==> src/rtl/hybrid_adder_pkg.sv <==
// Shared definitions for the hybrid carry-lookahead / carry-ripple pipelined adder.
//   MODE_ADD / MODE_SUB : values of in_sub selecting A+B+cin or A-B.
//   calc_ngrp()         : number of lookahead groups, which is also the number of pipeline stages.
package hybrid_adder_pkg;

   localparam logic MODE_ADD = 1'b0;
   localparam logic MODE_SUB = 1'b1;

   // Returns 0 for a non-positive group size so the caller's own check can report it.
   function automatic int calc_ngrp(input int width, input int group);
      return (group > 0) ? (width / group) : 0;
   endfunction

endpackage

==> src/rtl/hybrid_adder_pipe_cla_group.sv <==
// Combinational W-bit carry-lookahead adder slice.
//   a, b  : operand slices
//   cin   : carry into bit 0 of the slice
//   sum   : slice sum
//   cout  : carry out of the slice MSB
//   cmsb  : carry into the slice MSB (used for signed overflow)
module cla_group
   import hybrid_adder_pkg::*;
#(
   parameter int W = 4
) (
   input  logic [W-1:0] a,
   input  logic [W-1:0] b,
   input  logic         cin,
   output logic [W-1:0] sum,
   output logic         cout,
   output logic         cmsb
);

   logic [W-1:0] p;
   logic [W-1:0] g;
   logic [W:0]   c;

   assign p = a ^ b;
   assign g = a & b;

   // Each carry is a flat sum of products over P, G and cin, so no carry
   // depends on another carry inside the group.
   always_comb begin
      logic t;
      logic ci;
      t    = 1'b0;
      ci   = 1'b0;
      c    = '0;
      c[0] = cin;
      for (int i = 1; i <= W; i++) begin
         t = cin;
         for (int m = 0; m < i; m++) t = t & p[m];
         ci = t;
         for (int j = 0; j < i; j++) begin
            t = g[j];
            for (int m = j + 1; m < i; m++) t = t & p[m];
            ci = ci | t;
         end
         c[i] = ci;
      end
   end

   assign sum  = p ^ c[W-1:0];
   assign cout = c[W];
   assign cmsb = c[W-1];

endmodule

==> src/rtl/hybrid_adder_pipe.sv <==
// Pipelined adder/subtractor: lookahead inside each GROUP-bit slice, carry
// ripples between slices at one group per clock. Stage k adds group k.
//   clk, rst_n            : clock, async active-low reset
//   in_valid/in_ready     : operand handshake (in_a, in_b, in_cin, in_sub)
//   out_valid/out_ready   : result handshake (out_sum, out_cout, out_ovf)
// A token accepted at edge t is presented after edge t+NGRP-1. The whole
// pipe freezes while the output is stalled; bubbles are never squeezed out.
module hybrid_adder_pipe
   import hybrid_adder_pkg::*;
#(
   parameter int WIDTH = 16,
   parameter int GROUP = 4
) (
   input  logic             clk,
   input  logic             rst_n,
   input  logic             in_valid,
   output logic             in_ready,
   input  logic [WIDTH-1:0] in_a,
   input  logic [WIDTH-1:0] in_b,
   input  logic             in_cin,
   input  logic             in_sub,
   output logic             out_valid,
   input  logic             out_ready,
   output logic [WIDTH-1:0] out_sum,
   output logic             out_cout,
   output logic             out_ovf
);

   localparam int NGRP = calc_ngrp(WIDTH, GROUP);

   if (GROUP < 1) begin : g_bad_group
      $error("hybrid_adder_pipe: GROUP must be >= 1");
   end else if (WIDTH % GROUP != 0) begin : g_bad_width
      $error("hybrid_adder_pipe: WIDTH must be a multiple of GROUP");
   end

   logic stall;
   logic adv;

   // tok: completed sum bits below group k, operand A bits from group k up.
   logic [NGRP-1:0]            vld_pipe_q, vld_pipe_d;
   logic [NGRP-1:0][WIDTH-1:0] tok_q, tok_d;
   logic [NGRP-1:0]            c_q, c_d;

   logic [NGRP-1:0][GROUP-1:0] gsum;
   logic [NGRP-1:0]            gcout;
   logic                       last_cmsb;
   logic [WIDTH-1:0]           b_in;

   assign stall    = vld_pipe_q[NGRP-1] & ~out_ready;
   assign adv      = ~stall;
   assign in_ready = ~stall;

   // Subtract is A + ~B + 1.
   assign b_in = (in_sub == MODE_ADD) ? in_b : ~in_b;

   for (genvar k = 0; k < NGRP; k++) begin : g_stage
      localparam int LO = k * GROUP;
      localparam int BW = WIDTH - LO;

      // Only the not-yet-consumed B bits are kept; group k sits at bit 0.
      logic [BW-1:0] b_q, b_d;

      if (k == 0) begin : g_b_first
         always_comb begin
            b_d = b_q;
            if (adv) b_d = b_in;
         end
      end else begin : g_b_next
         always_comb begin
            b_d = b_q;
            if (adv) b_d = g_stage[k-1].b_q[BW+GROUP-1:GROUP];
         end
      end

      always_ff @(posedge clk or negedge rst_n) begin
         if (!rst_n) b_q <= '0;
         else        b_q <= b_d;
      end

      if (k == NGRP - 1) begin : g_cla_last
         cla_group #(.W(GROUP)) u_cla (
            .a    (tok_q[k][LO +: GROUP]),
            .b    (b_q[GROUP-1:0]),
            .cin  (c_q[k]),
            .sum  (gsum[k]),
            .cout (gcout[k]),
            .cmsb (last_cmsb)
         );
      end else begin : g_cla_mid
         logic cmsb_unused;
         cla_group #(.W(GROUP)) u_cla (
            .a    (tok_q[k][LO +: GROUP]),
            .b    (b_q[GROUP-1:0]),
            .cin  (c_q[k]),
            .sum  (gsum[k]),
            .cout (gcout[k]),
            .cmsb (cmsb_unused)
         );
      end
   end

   always_comb begin
      vld_pipe_d = vld_pipe_q;
      tok_d      = tok_q;
      c_d        = c_q;
      if (adv) begin
         vld_pipe_d[0] = in_valid;
         tok_d[0]      = in_a;
         c_d[0]        = (in_sub == MODE_SUB) ? 1'b1 : in_cin;
         for (int k = 1; k < NGRP; k++) begin
            vld_pipe_d[k]                    = vld_pipe_q[k-1];
            tok_d[k]                         = tok_q[k-1];
            tok_d[k][(k-1)*GROUP +: GROUP]   = gsum[k-1];
            c_d[k]                           = gcout[k-1];
         end
      end
   end

   always_ff @(posedge clk or negedge rst_n) begin
      if (!rst_n) begin
         vld_pipe_q <= '0;
         tok_q      <= '0;
         c_q        <= '0;
      end else begin
         vld_pipe_q <= vld_pipe_d;
         tok_q      <= tok_d;
         c_q        <= c_d;
      end
   end

   // Last group is resolved combinationally from held registers, so the
   // outputs stay stable during a stall and read as zero out of reset.
   always_comb begin
      out_sum                               = tok_q[NGRP-1];
      out_sum[(NGRP-1)*GROUP +: GROUP]      = gsum[NGRP-1];
   end

   assign out_valid = vld_pipe_q[NGRP-1];
   assign out_cout  = gcout[NGRP-1];
   assign out_ovf   = last_cmsb ^ gcout[NGRP-1];

endmodule

==> config.mk <==
export PLATFORM = sky130hd
export DESIGN_NAME = hybrid_adder_pipe
export DESIGN_NICKNAME = d
export VERILOG_FILES = /design/src/rtl/hybrid_adder_pkg.sv /design/src/rtl/hybrid_adder_pipe_cla_group.sv /design/src/rtl/hybrid_adder_pipe.sv
export SDC_FILE = /design/constraint.sdc
export NUM_CORES = 1
export LEC_CHECK = 0
export BUFFER_PORTS_ARGS = -buffer_cell sky130_fd_sc_hd__buf_2
export CORE_ASPECT_RATIO = 0.6
export CORE_MARGIN = 1.5
export CORE_UTILIZATION = 40
export DETAILED_ROUTE_END_ITERATION = 16
export MAX_ROUTING_LAYER = met4
export SLEW_MARGIN = 5
export SYNTH_ARGS = -nofsm -noshare
export SYNTH_HDL_FRONTEND = slang
export SYNTH_SLANG_ARGS = --single-unit
==> constraint.sdc <==
create_clock -name clk -period 4.4 [get_ports clk]
set_input_delay 0.44 -clock clk [delete_from_list [all_inputs] [get_ports clk]]
set_output_delay 0.44 -clock clk [all_outputs]
set_load 0.1 [all_outputs]
==> results.json, run 1 <==
{
  "maxCapViolCount": 0,
  "cts_resized": 0,
  "via_per_inst": 4.69,
  "htreeDepth": 3,
  "ys_ff_latch": 112,
  "cts_root_buf": "clkbuf_16",
  "synthesis.nets": 596,
  "synth_ff_type": "dfrtp_1",
  "synth-edff-count": 0,
  "insertion_delay_ns": 0.35,
  "postCtsHoldBufs": 0,
  "cts_sinks": 112,
  "hold_viol_final": 0,
  "yosysSeqAreaShare_pct": 56.0,
  "detail_route.wl_per_cell_um": 12.6,
  "antenna_found_initial": 0,
  "grt_overflow": 0,
  "outcome": "completed",
  "num_vias": 3459,
  "cp.required_ns": 3.96,
  "syn_area_sq_um": 5000,
  "cts_buffers": 9,
  "holdWs_ns": 0.269,
  "worstHoldPathType": "input pin to asynchronous set/reset pin",
  "hpwl_um": 6150,
  "critical-path-top-delay-family": "adder cells",
  "grt_setup_unrepaired": "no",
  "cts_tree": "done",
  "startpoint": "g_stage[3].b_q[0]",
  "synth_async_sr_flop_share_pct": 100,
  "die_area_sq_um": 13200,
  "period_needed_ns": 2.73,
  "relSlewSlack_pct": 30.7,
  "die_height_um": 89.6,
  "final_max_slew_viol_count": 0,
  "drt_iter0_markers": 173,
  "clk_pin_slew_ns": 0.07,
  "setup_viol": 0,
  "initial_core_util_pct": 41.2,
  "finClkSkew_ns": 0.00672,
  "diodes": 0,
  "cp-end-kind": "output port",
  "drive_above_1_share_pct": 14.0,
  "first_pass_iters": 4,
  "rr_startpoint": "vld_pipe_q[3]",
  "tightest_slew_ns": 1.04,
  "core_area_sq_um": 12100,
  "drcViolationCount": 0,
  "period_share_pct": 62.0,
  "grt_pass1_wl_um": 16200,
  "track_usage_pct": 16.1,
  "cts_buffer_depth": 2,
  "core.rowCount": 31,
  "tns_ns": 0,
  "die_w_um": 147,
  "critPathMaxStageDelay_ns": 0.41,
  "ios": 58,
  "cp_num_buf_inv": 1,
  "wirelength_um": 9300,
  "worst-r2r-setup-slack_ns": 2.34,
  "path_common_cell": "ha_1",
  "ys_warn_count": 0,
  "syn_area_per_cell_sq_um": 9.37,
  "synthToLayoutAreaGrowth_pct": 12.3,
  "antenna_left": 0,
  "crit_type": "flop to output port",
  "grt_max_degree": 94,
  "worstPathMaxFanout": 3,
  "synth_cell_type_count": 28,
  "cp_cell_sequence": "ha_1 > ha_1 > o21a_1 > o22a_1 > mux2_2 > buf_2",
  "post_cts_buffers": 0,
  "place.gp.congestion": 0.785,
  "io_buffers": 57,
  "max_freq_mhz": 367,
  "cp.arrival_ns": 2.29,
  "cp-start-kind": "flop",
  "syn_inst": 534,
  "fin_nets": 630,
  "cp_slowest_cell": "buf_2",
  "first_global_vias": 3465
}
-- path summary, 6_finish.rpt --
path | end | depth (start not counted)
worst min register to register | out_sum[1] | 2
worst max register to register | tok_q[28] | 6
worst min-delay path | g_stage[0].b_q[12] | 1
worst max-delay path | out_ovf | 6
max in group asynchronous | g_stage[2].b_q[0] | 2
min in group clk | tok_q[8] | 3
-- cells in the mapped netlist (2+ instances only) --
master | count | area [sq um]
xor2_1 | 2 | 17.5
o211a_1 | 3 | 30.0
inv_1 | 8 | 30.0
nor3_1 | 4 | 20.0
a22oi_1 | 2 | 15.0
a21o_1 | 4 | 30.0
o21ai_0 | 25 | 125
a21oi_1 | 2 | 10.0
buf_2 | 13 | 65.1
dfrtp_1 | 112 | 2800
nor2_1 | 6 | 22.5
nand2_1 | 259 | 972
and2_1 | 2 | 12.5
a31o_1 | 2 | 17.5
fa_1 | 4 | 80.1
clkbuf_1 | 5 | 18.8
o21a_1 | 8 | 60.1
or3_1 | 2 | 12.5
xnor2_1 | 20 | 175
ha_1 | 20 | 250
nand2b_1 | 2 | 12.5
o31ai_1 | 4 | 30.0
buf_4 | 20 | 150
-- flip-flops by register name (all words and copies together), names as in the netlist --
signal       cells
out_sum         12
c_q              4
vld_pipe_q       4
g_stage.b_q     40
tok_q           52
-- logic make-up after synthesis --
logic type	share of synthesized area, %
compound gates	6.70
flops	56.0
fa+ha+maj	6.60
simple gates	21.3
xor+xnor	3.85
buf+inv	5.28
mux	0.225
-- area by class of cell --
type                       instances  area [sq um]
multi-input combinational        376          1940
clock buffer                       9           225
tap                              165           206
fill                            1193          6520
sequential                       112          2800
clock inverter                     7          96.3
inverter                           8          30.0
timing repair buffer              61           318
-- routing by layer --
metal  vias up  wire length (um)  global-route usage, %  share of wire, %
met1      1660              4760                   21.1                51
met5         -                 0                      -                 0
met2        59              4080                   25.1                44
li1       1734                 -                      -                 -
met4         0                68                   4.36              0.73
met3         6               390                   4.29               4.2
-- cells in the final DEF (no fill, tap or decap) --
cell type / count
nand2_1: 259
dfrtp_1: 112
buf_2: 56
o21ai_0: 25
xnor2_1: 20
ha_1: 20
clkbuf_16: 9
o21a_1: 8
inv_1: 7
nor2_1: 6
buf_4: 5
a21o_1: 4
nor3_1: 4
o31ai_1: 4
fa_1: 4
o211a_1: 3
clkinvlp_4: 3
xor2_1: 2
a22oi_1: 2
nand2b_1: 2
or3_1: 2
and2_1: 2
a31o_1: 2
a21oi_1: 2
bufinv_16: 2
nor2b_4: 1
inv_2: 1
or2_0: 1
o22a_1: 1
mux2_2: 1
o31a_1: 1
clkinv_2: 1
clkinv_4: 1
-- stage by stage --
| stage | worst slack (ns) | instance area [sq um] | utilization (%) | std cells |
|---|---|---|---|---|
| 2_1_floorplan | 1.31 | 5000 | - | 534 |
| 3_3_place_gp | 2.08 | 5300 | 43.6 | 722 |
| 3_5_place_dp | 2.04 | 5300 | 43.6 | 722 |
| 4_1_cts | 1.65 | 5620 | 46.3 | 738 |
| 5_1_grt | 1.59 | 5620 | 46.3 | 738 |
| 6_report | 1.67 | 5620 | 46.3 | 738 |
Power of run 1 is left out: the tool's default activity adds up to more than one toggle a clock period on the data nets, which glitch-free logic cannot reach.
==> run 2: changes to the inputs <==
- ABC_AREA: not set -> 1
- clock period: 4.4 -> 2.21 ns (I/O delays scaled with it)
==> run 2 against run 1 <==
Effect of this change: worst hold slack worse by 0.20 ns; sequential share of layout area is 1.5 points lower; routed wire length grew 3.4%; largest cell class unchanged.
==> results.json, run 2 <==
{
  "ios": 58,
  "grt_overflow": 0,
  "syn_inst": 554,
  "clk_pin_slew_ns": 0.07,
  "relSlewSlack_pct": 66.8,
  "ys_warn_count": 0,
  "largest_reg_flops": 52,
  "tightest_slew_ns": 0.498,
  "cts_root_buf": "clkbuf_16",
  "num_vias": 3422,
  "place.gp.congestion": 0.719,
  "syn_area_sq_um": 5060,
  "final_common_cell": "nand2_1",
  "hold_viol_final": 0,
  "cts_tree": "done",
  "final_max_slew_viol_count": 0,
  "grt_max_degree": 130,
  "die_height_um": 90.1,
  "grt_setup_unrepaired": "yes",
  "yosys.area.top_type_share_pct": 55.4,
  "finClkSkew_ns": 0.00632,
  "period_needed_ns": 2.20,
  "worstHoldPathType": "input pin to flop",
  "yosysSeqAreaShare_pct": 55.4,
  "core_area_sq_um": 12200,
  "cts_sinks": 112,
  "synth_ff_type": "dfrtp_1",
  "drive_above_1_share_pct": 15.1,
  "synthesis.nets": 616,
  "yosys-top-cells-count": "nand2_1 (231), dfrtp_1 (112), o21ai_0 (61)",
  "whs_path_depth": 3,
  "synth_cell_type_count": 20,
  "drt_iter0_markers": 237,
  "yosysMostFrequentCell": "nand2_1",
  "synth_async_sr_flop_share_pct": 100,
  "first_pass_iters": 4,
  "min_from": "in_a[0]",
  "crit_type": "flop to output port",
  "track_usage_pct": 16.3,
  "max_freq_mhz": 454,
  "fin_nets": 653,
  "wirelength_um": 9620,
  "io_buffers": 57,
  "grt_pass1_wl_um": 16800,
  "rr_startpoint": "g_stage[0].b_q[0]",
  "period_share_pct": 99.7,
  "synth-edff-count": 0,
  "startpoint": "g_stage[3].b_q[0]",
  "synth_top_area_cell": "dfrtp_1",
  "cp.arrival_ns": 1.98,
  "initial_core_util_pct": 41.5,
  "diodes": 0,
  "die_w_um": 148,
  "core.rowCount": 31,
  "htreeDepth": 3,
  "fillerInstances": 1188,
  "cts_buffer_depth": 2,
  "regMostFlops": "tok_q",
  "drcViolationCount": 0,
  "cp-end-kind": "output port",
  "worstPathMaxFanout": 4,
  "syn_area_per_cell_sq_um": 9.13,
  "insertion_delay_ns": 0.34,
  "post_cts_buffers": 0,
  "antenna_left": 0,
  "setup_viol": 0,
  "final_cell_mix": "nand2_1 (227), dfrtp_1 (112), o21ai_0 (60), buf_2 (51), inv_1 (37)",
  "holdWs_ns": 0.0680,
  "ff2ff_path_depth": 8,
  "cp-start-kind": "flop",
  "cp.required_ns": 1.99,
  "hpwl_um": 6510,
  "antenna_found_initial": 0,
  "via_per_inst": 4.50,
  "detail_route.wl_per_cell_um": 12.7,
  "die_area_sq_um": 13300,
  "synthTopCellsByArea": "dfrtp_1 (55%), nand2_1 (17%), o21ai_0 (6.0%)",
  "cts_buffers": 9,
  "outcome": "completed",
  "maxCapViolCount": 0,
  "ys_ff_latch": 112,
  "first_global_vias": 3436,
  "synthToLayoutAreaGrowth_pct": 14.5
}
-- run 2: final cells by class --
| type | count | area [sq um] | share of cell area [%] |
|---|---|---|---|
| flip-flops and latches | 112 | 2800 | 48.4 |
| well taps | 165 | 206 | 3.57 |
| multi-input cells | 366 | 1910 | 33.0 |
| clock buffers | 10 | 239 | 4.13 |
| inverters | 38 | 143 | 2.46 |
| clock inverters | 5 | 31.3 | 0.540 |
| repair buffers | 64 | 455 | 7.87 |
-- run 2: repair_timing --
| item | 4_1_cts | 5_1_grt |
|---|---|---|
| pin swaps | 2 | 0 |
| resized for setup | 4 | 3 |
| hold buffers | 1 | 0 |
| setup endpoints to repair | 4 | 3 |
| endpoints found under the hold margin | 74 | 0 |
-- run 2: kinds of logic after synthesis --
| logic type | synth area share [%] |
|---|---|
| XOR/XNOR | 3.81 |
| buffers and inverters | 7.84 |
| AO/OA/AOI/OAI | 6.29 |
| AND/OR/NAND/NOR | 20.1 |
| flip-flops | 55.4 |
| adder cells (fa/ha/maj) | 6.53 |
-- run 2: worst max-delay path, cell delays in order, from the launching register on --
cell	delay, ns
dfrtp_1	0.38
ha_1	0.29
ha_2	0.18
nand2_2	0.05
nand3b_1	0.15
nand2_2	0.12
nand2_4	0.08
o21ai_2	0.19
buf_12	0.19
-- run 2: layer usage --
layer | up-vias | track usage [%] | wire [um]
li1 | 1791 | - | -
met1 | 1563 | 24.8 | 5410
met2 | 59 | 21.3 | 3770
met3 | 9 | 3.81 | 339
met4 | 0 | 4.46 | 101
met5 | - | - | 0
-- run 2: metrics by stage --
stage               utilization (%)  setup TNS [ns]  cell area, sq um  instances  setup slack, ns
floorplan                         -         -0.0921              5090        554          -0.0921
global placement               45.1               0              5490        744            0.302
detailed placement             45.1               0              5490        744            0.258
CTS                            47.5         -0.0476              5780        760          -0.0476
global route                   47.5          -0.251              5790        760           -0.123
finish                         47.5               0              5790        760          0.00705
-- run 2: final timing paths --
kind / endpoint / slack, ns
setup / recovery: out_ovf / 0.007
hold / removal: tok_q[0] / 0.07
setup reg to reg: tok_q[19] / 0.68
hold reg to reg: g_stage[1].b_q[1] / 0.47
max in group asynchronous: g_stage[0].b_q[10] / 1.29
min in group asynchronous: tok_q[3] / 0.23
Power of run 2 is left out for the same reason.
